## config.mk

```make
export PLATFORM = sky130hd
export DESIGN_NAME = multicycle_main_fsm
export DESIGN_NICKNAME = d
export VERILOG_FILES = /design/src/rtl/multicycle_pkg.sv /design/src/rtl/main_fsm_outdec.sv /design/src/rtl/multicycle_main_fsm.sv
export SDC_FILE = /design/constraint.sdc
export NUM_CORES = 1
export LEC_CHECK = 0
export CAP_MARGIN = 10
export CORE_UTILIZATION = 33
export DETAILED_ROUTE_END_ITERATION = 8
export PLACE_DENSITY = 0.74
export SETUP_SLACK_MARGIN = 0.4
export SLEW_MARGIN = 40
export SYNTH_ARGS = -nofsm -noshare
export SYNTH_HDL_FRONTEND = slang
export SYNTH_SLANG_ARGS = --single-unit
```

## constraint.sdc

```tcl
create_clock -name clk -period 1.3 [get_ports clk]
set_input_delay 0.13 -clock clk [delete_from_list [all_inputs] [get_ports clk]]
set_output_delay 0.13 -clock clk [all_outputs]
set_load 0.01 [all_outputs]
```

## src/rtl/multicycle_pkg.sv

```systemverilog
// Shared types and constants for the multicycle ARMv4 main control FSM:
// state encodings, datapath select codes and the packed control vector.
package multicycle_pkg;

  // Main FSM states; encodings are visible on state_o for debug.
  typedef enum logic [3:0] {
    S_FETCH  = 4'd0,
    S_DECODE = 4'd1,
    S_MEMADR = 4'd2,
    S_MEMRD  = 4'd3,
    S_MEMWB  = 4'd4,
    S_MEMWR  = 4'd5,
    S_EXECR  = 4'd6,
    S_EXECI  = 4'd7,
    S_ALUWB  = 4'd8,
    S_BRANCH = 4'd9,
    S_HALT   = 4'd15
  } state_t;

  // ALU operand B select.
  localparam logic [1:0] SRCB_REG  = 2'b00;
  localparam logic [1:0] SRCB_IMM  = 2'b01;
  localparam logic [1:0] SRCB_FOUR = 2'b10;

  // Result bus select.
  localparam logic [1:0] RES_ALUOUT = 2'b00;
  localparam logic [1:0] RES_RDATA  = 2'b01;
  localparam logic [1:0] RES_ALU    = 2'b10;

  // Instruction classes from Instr[27:26].
  localparam logic [1:0] OP_DP  = 2'b00;
  localparam logic [1:0] OP_MEM = 2'b01;
  localparam logic [1:0] OP_BR  = 2'b10;
  localparam logic [1:0] OP_ILL = 2'b11;

  // Data-processing compare command: sets flags only, no register writeback.
  localparam logic [3:0] CMD_CMP = 4'b1010;

  // Control vector produced by the output decoder.
  typedef struct packed {
    logic       ir_write;
    logic       next_pc;
    logic       adr_src;
    logic       alu_src_a;
    logic [1:0] alu_src_b;
    logic [1:0] result_src;
    logic       alu_op;
    logic       reg_w;
    logic       mem_w;
    logic       branch;
    logic       halted;
  } ctrl_t;

  localparam int CTRL_W = $bits(ctrl_t);

  // All-inactive control vector, the starting point of every decode.
  function automatic ctrl_t ctrl_idle();
    ctrl_t c;
    c = '0;
    return c;
  endfunction

endpackage

```

## src/rtl/main_fsm_outdec.sv

```systemverilog
// Combinational state -> control-vector decode for the main FSM.
// Moore outputs, except IRWrite/NextPC in FETCH which follow mem_ready.
module main_fsm_outdec
  import multicycle_pkg::*;
(
  input  logic [3:0]        i_state,
  input  logic              i_mem_ready,
  output logic [CTRL_W-1:0] o_ctrl
);

  ctrl_t w_ctrl;

  // Decode the current state into datapath selects and enables.
  always_comb begin
    w_ctrl = ctrl_idle();
    case (i_state)
      S_FETCH: begin
        w_ctrl.adr_src    = 1'b0;
        w_ctrl.alu_src_a  = 1'b1;
        w_ctrl.alu_src_b  = SRCB_FOUR;
        w_ctrl.result_src = RES_ALU;
        // Latch the instruction and bump the PC only once memory delivers it.
        w_ctrl.ir_write   = i_mem_ready;
        w_ctrl.next_pc    = i_mem_ready;
      end
      S_DECODE: begin
        // Precompute PC+8 on the ALU while the register file is read.
        w_ctrl.alu_src_a  = 1'b1;
        w_ctrl.alu_src_b  = SRCB_FOUR;
        w_ctrl.result_src = RES_ALU;
      end
      S_MEMADR: begin
        w_ctrl.alu_src_a  = 1'b0;
        w_ctrl.alu_src_b  = SRCB_IMM;
      end
      S_MEMRD: begin
        w_ctrl.adr_src    = 1'b1;
        w_ctrl.result_src = RES_ALUOUT;
      end
      S_MEMWB: begin
        w_ctrl.result_src = RES_RDATA;
        w_ctrl.reg_w      = 1'b1;
      end
      S_MEMWR: begin
        // MemW stays asserted for every cycle the memory holds us here.
        w_ctrl.adr_src    = 1'b1;
        w_ctrl.result_src = RES_ALUOUT;
        w_ctrl.mem_w      = 1'b1;
      end
      S_EXECR: begin
        w_ctrl.alu_src_a  = 1'b0;
        w_ctrl.alu_src_b  = SRCB_REG;
        w_ctrl.alu_op     = 1'b1;
      end
      S_EXECI: begin
        w_ctrl.alu_src_a  = 1'b0;
        w_ctrl.alu_src_b  = SRCB_IMM;
        w_ctrl.alu_op     = 1'b1;
      end
      S_ALUWB: begin
        w_ctrl.result_src = RES_ALUOUT;
        w_ctrl.reg_w      = 1'b1;
      end
      S_BRANCH: begin
        w_ctrl.alu_src_a  = 1'b0;
        w_ctrl.alu_src_b  = SRCB_IMM;
        w_ctrl.result_src = RES_ALU;
        w_ctrl.branch     = 1'b1;
      end
      S_HALT: begin
        w_ctrl.halted     = 1'b1;
      end
      default: begin
        // Unused encodings drive nothing; the FSM recovers on the next edge.
        w_ctrl = ctrl_idle();
      end
    endcase
  end

  assign o_ctrl = w_ctrl;

endmodule

```

## src/rtl/multicycle_main_fsm.sv

```systemverilog
// Main control FSM of the multicycle ARMv4 core: fetch, decode, execute,
// memory access and writeback, stalling on mem_ready. Condition gating of
// RegW/MemW/Branch happens downstream.
module multicycle_main_fsm
  import multicycle_pkg::*;
#(
  parameter bit ILLEGAL_HALT = 1'b1
) (
  input  logic       clk,
  input  logic       reset,
  input  logic [1:0] Op,
  input  logic [5:0] Funct,
  input  logic       mem_ready,
  output logic       IRWrite,
  output logic       NextPC,
  output logic       AdrSrc,
  output logic       ALUSrcA,
  output logic [1:0] ALUSrcB,
  output logic [1:0] ResultSrc,
  output logic       ALUOp,
  output logic       RegW,
  output logic       MemW,
  output logic       Branch,
  output logic       halted,
  output logic [3:0] state_o
);

  state_t            r_state;
  state_t            w_state_next;
  logic [CTRL_W-1:0] w_ctrl_bits;
  ctrl_t             w_ctrl;

  // State register; reset drops straight back to FETCH, aborting any access.
  always_ff @(posedge clk or posedge reset) begin
    if (reset) begin
      r_state <= S_FETCH;
    end else begin
      r_state <= w_state_next;
    end
  end

  // Next-state selection from the current state, instruction fields and memory handshake.
  always_comb begin
    w_state_next = S_FETCH;
    case (r_state)
      S_FETCH:  w_state_next = mem_ready ? S_DECODE : S_FETCH;
      S_DECODE: begin
        case (Op)
          OP_DP:   w_state_next = Funct[5] ? S_EXECI : S_EXECR;
          OP_MEM:  w_state_next = S_MEMADR;
          OP_BR:   w_state_next = S_BRANCH;
          default: w_state_next = ILLEGAL_HALT ? S_HALT : S_FETCH;
        endcase
      end
      S_MEMADR: w_state_next = Funct[0] ? S_MEMRD : S_MEMWR;
      S_MEMRD:  w_state_next = mem_ready ? S_MEMWB : S_MEMRD;
      S_MEMWR:  w_state_next = mem_ready ? S_FETCH : S_MEMWR;
      S_EXECR,
      S_EXECI:  w_state_next = (Funct[4:1] == CMD_CMP) ? S_FETCH : S_ALUWB;
      S_MEMWB,
      S_ALUWB,
      S_BRANCH: w_state_next = S_FETCH;
      S_HALT:   w_state_next = S_HALT;
      default:  w_state_next = S_FETCH;
    endcase
  end

  main_fsm_outdec u_outdec (
    .i_state     (r_state),
    .i_mem_ready (mem_ready),
    .o_ctrl      (w_ctrl_bits)
  );

  assign w_ctrl = ctrl_t'(w_ctrl_bits);

  // Drive outputs from the decoded vector; enables are squashed while reset is high.
  always_comb begin
    IRWrite   = w_ctrl.ir_write & ~reset;
    NextPC    = w_ctrl.next_pc  & ~reset;
    AdrSrc    = w_ctrl.adr_src;
    ALUSrcA   = w_ctrl.alu_src_a;
    ALUSrcB   = w_ctrl.alu_src_b;
    ResultSrc = w_ctrl.result_src;
    ALUOp     = w_ctrl.alu_op;
    RegW      = w_ctrl.reg_w    & ~reset;
    MemW      = w_ctrl.mem_w    & ~reset;
    Branch    = w_ctrl.branch   & ~reset;
    halted    = w_ctrl.halted;
    state_o   = r_state;
  end

endmodule
```

==> reports/results.tsv <==
stage	metric	value	unit
run_status	status	complete, but fails checks	
run_status	failed_checks	negative setup slack	
floorplan	initial_core_util	36.6	%
cts	cts_buffers	3	
cts	cts.sinks	4	
finish	largest_register_ffs	4	
pwr	power	2.95	mW
timing	period_needed	1590	ps
logic_synthesis	ys_async_sr_fraction	100	%
floorplan	core	0.00135	sq mm
routing	routed_via_density	5.87	
cts	clock_latency	260	ps
floorplan	dieHeight	40.7	um
timing	holdWs	374	ps
logic_synthesis	synthTopCellsByCount	inv_1, nand2_1, nor2_1, dfrtp_1	
routing	route.detailed.drc	0	
timing	rsz0062_at_grt	true	
floorplan	row_count	13	
logic_synthesis	synth_edf_count	0	
floorplan	dieArea	0.00166	sq mm
critical_path	worstPathRequired	1420	ps
logic_synthesis	synth_fp_nets	79	
timing	fmax	630	MHz
logic_synthesis	synth_top_family_by_area	simple AND/OR/NAND/NOR gates	
logic_synthesis	yosysWarnings	0	
finish	layout-drive-gt1-share	72.2	%
cts	cts_tree	yes	
timing	setup_viol	18	
critical_path	end_kind	flip-flop	
logic_synthesis	synth_area	494	sq um
finish	antenna_cells	0	
logic_synthesis	yosys.area_share.simple	32.2	%
logic_synthesis	synth_ff_type	dfrtp_1	
timing	worst_pin_slew	396	ps
routing	num_vias	828	
critical_path	r2r_end	state_o[0]$_DFF_PP0_	
timing	worst_slack	-286	ps
critical_path	ff2ff_path_depth	6	
logic_synthesis	synthAdderAreaFrac	7.59	%
global_routing	grt_pass1_wl	2830	um
logic_synthesis	avgSynthCellArea	7.60	sq um
cts	h-tree-depth	1	
critical_path	start_kind	flip-flop	
logic_synthesis	yosysTopAreaCell	dfrtp_1	
critical_path	rr_startpoint	state_o[1]$_DFF_PP0_	
logic_synthesis	synth_top_cell_area_share	20.3	%
placed_design	place.gp.congestion	0.761	
logic_synthesis	syn_inst	65	
timing	fin_crit_sh	122	%
critical_path	rrSetupSlack	-290	ps
timing	slew_viol_final	0	
global_routing	grt_max_degree	8	
cts	hold_buffers	0	
floorplan	top_level_ports	28	
pwr	leakage	0.593	nW
logic_synthesis	synth_xor_area_share	3.54	%
global_routing	grt-ovfl-total	0	
global_routing	grt_pass1_vias	659	
timing	finClkSkew	0.237	ps
critical_path	path_max_fanout	7	
critical_path	path_class	flip-flop to flip-flop	
run	cap_violations	0	
placed_design	io_buffer_count	27	
global_routing	track_usage	27.3	%
pwr	ir_worst_vdd	1.60	mV
routing	drtIter0Drc	30	
timing	slew_headroom	73.4	%
placed_design	hpwlAfterDp	1350	um
logic_synthesis	ys_ff_latch	4	
routing	firstDrtPassIters	4	
logic_synthesis	yosysSeqAreaShare	20.3	%
critical_path	cp.arrival	1700	ps
finish	fin_nets	142	
logic_synthesis	synth.area.top_cells	dfrtp_1, ha_1, inv_1, nand2_1, nand2b_1	
logic_synthesis	synth-compound-area-share	21.3	%
min_path	hp-class	primary input to asynchronous set/reset pin	
routing	wl_per_cell	22.3	um
logic_synthesis	muxShareOfSynthArea	2.03	%
cts	cts.path.max_buffers	2	
finish	area_growth	159	%
cts	cts_root_buf	clkbuf_4	
cts	clk_pin_slew	50	ps
routing	ant_nets	0	
logic_synthesis	ys_types	35	
global_routing	antenna_found_initial	0	
timing	hold_violations	0	
pwr	cellPowerDensity	2300	mW/mm^2
floorplan	die_w	40.7	um
routing	wirelength	3140	um
==> cell type report <==
type,instances,area [sq um]
clock buffers,3,22.5
repair buffers,66,591
fillers,34,67.6
inverters,5,18.8
flip-flops and latches,4,104
multi-input cells,48,528
well taps,15,18.8
==> timing repair <==
action,CTS,global route
pin swaps,10,9
resized for setup,83,40
buffers inserted,8,8
endpoints found under the setup margin,21,21
==> worst max-delay path: stages (launching register included) <==
cell,delay [ps]
dfrtp_2,440
buf_6,150
buf_4,130
buf_4,150
and2_1,170
o211ai_1,250
o211ai_1,160
==> cells by family (layout without fill, tap and decap cells) <==
logic type / after synthesis / in the layout
adder cells (fa/ha/maj): 3 / 3
AND/OR/NAND/NOR: 28 / 28
buffers and inverters: 13 / 74
multiplexers: 1 / 1
XOR/XNOR: 2 / 2
flip-flops: 4 / 4
AO/OA/AOI/OAI: 14 / 14
==> worst max-delay path by stage <==
stage | from | to | slack [ps] | depth (start not counted)
CTS | state_o[3]$_DFF_PP0_ | state_o[0]$_DFF_PP0_ | -180 | 4
finish | state_o[1]$_DFF_PP0_ | state_o[0]$_DFF_PP0_ | -290 | 6
detailed placement | reset | Branch | -370 | 4
global placement | reset | Branch | -340 | 4
global route | state_o[3]$_DFF_PP0_ | state_o[0]$_DFF_PP0_ | -280 | 6
floorplan | state_o[2]$_DFF_PP0_ | state_o[0]$_DFF_PP0_ | -110 | 4
==> placed cells by master (no fill, tap or decap), types with 3 or more instances in the layout <==
master            n
buf_2             8
buf_4            24
buf_6            21
clkbuf_4          3
clkdlybuf4s50_1   9
dfrtp_2           3
ha_1              3
inv_1             4
nand2_1           4
nor2_4            3
==> where the power goes <==
| group | switching, mW | internal (mW) | total (mW) |
|---|---|---|---|
| Combinational | 1.13 | 1.35 | 2.49 |
| Sequential | 0.0951 | 0.184 | 0.280 |
| Clock | 0.0808 | 0.105 | 0.186 |
==> routing by layer <==
| metal | global-route usage, % | wire, um |
|---|---|---|
| met1 | 29.6 | 1260 |
| met2 | 50.0 | 1470 |
| met3 | 3.80 | 283 |
| met4 | 15.0 | 134 |
| met5 | 0 | 0 |
==> per-stage QoR <==
step	worst slack, ps	cell area, sq um	setup TNS [ps]	util (%)	instances
after detailed placement	-375	985	-4170	72.9	122
after floorplan	-108	596	-133	-	65
after global placement	-341	985	-3790	72.9	122
final	-286	1280	-2600	95.0	141
after CTS	-182	1100	-1490	81.6	133
after global routing	-281	1280	-3080	95.0	141
Power figures use the tool's default switching activity.
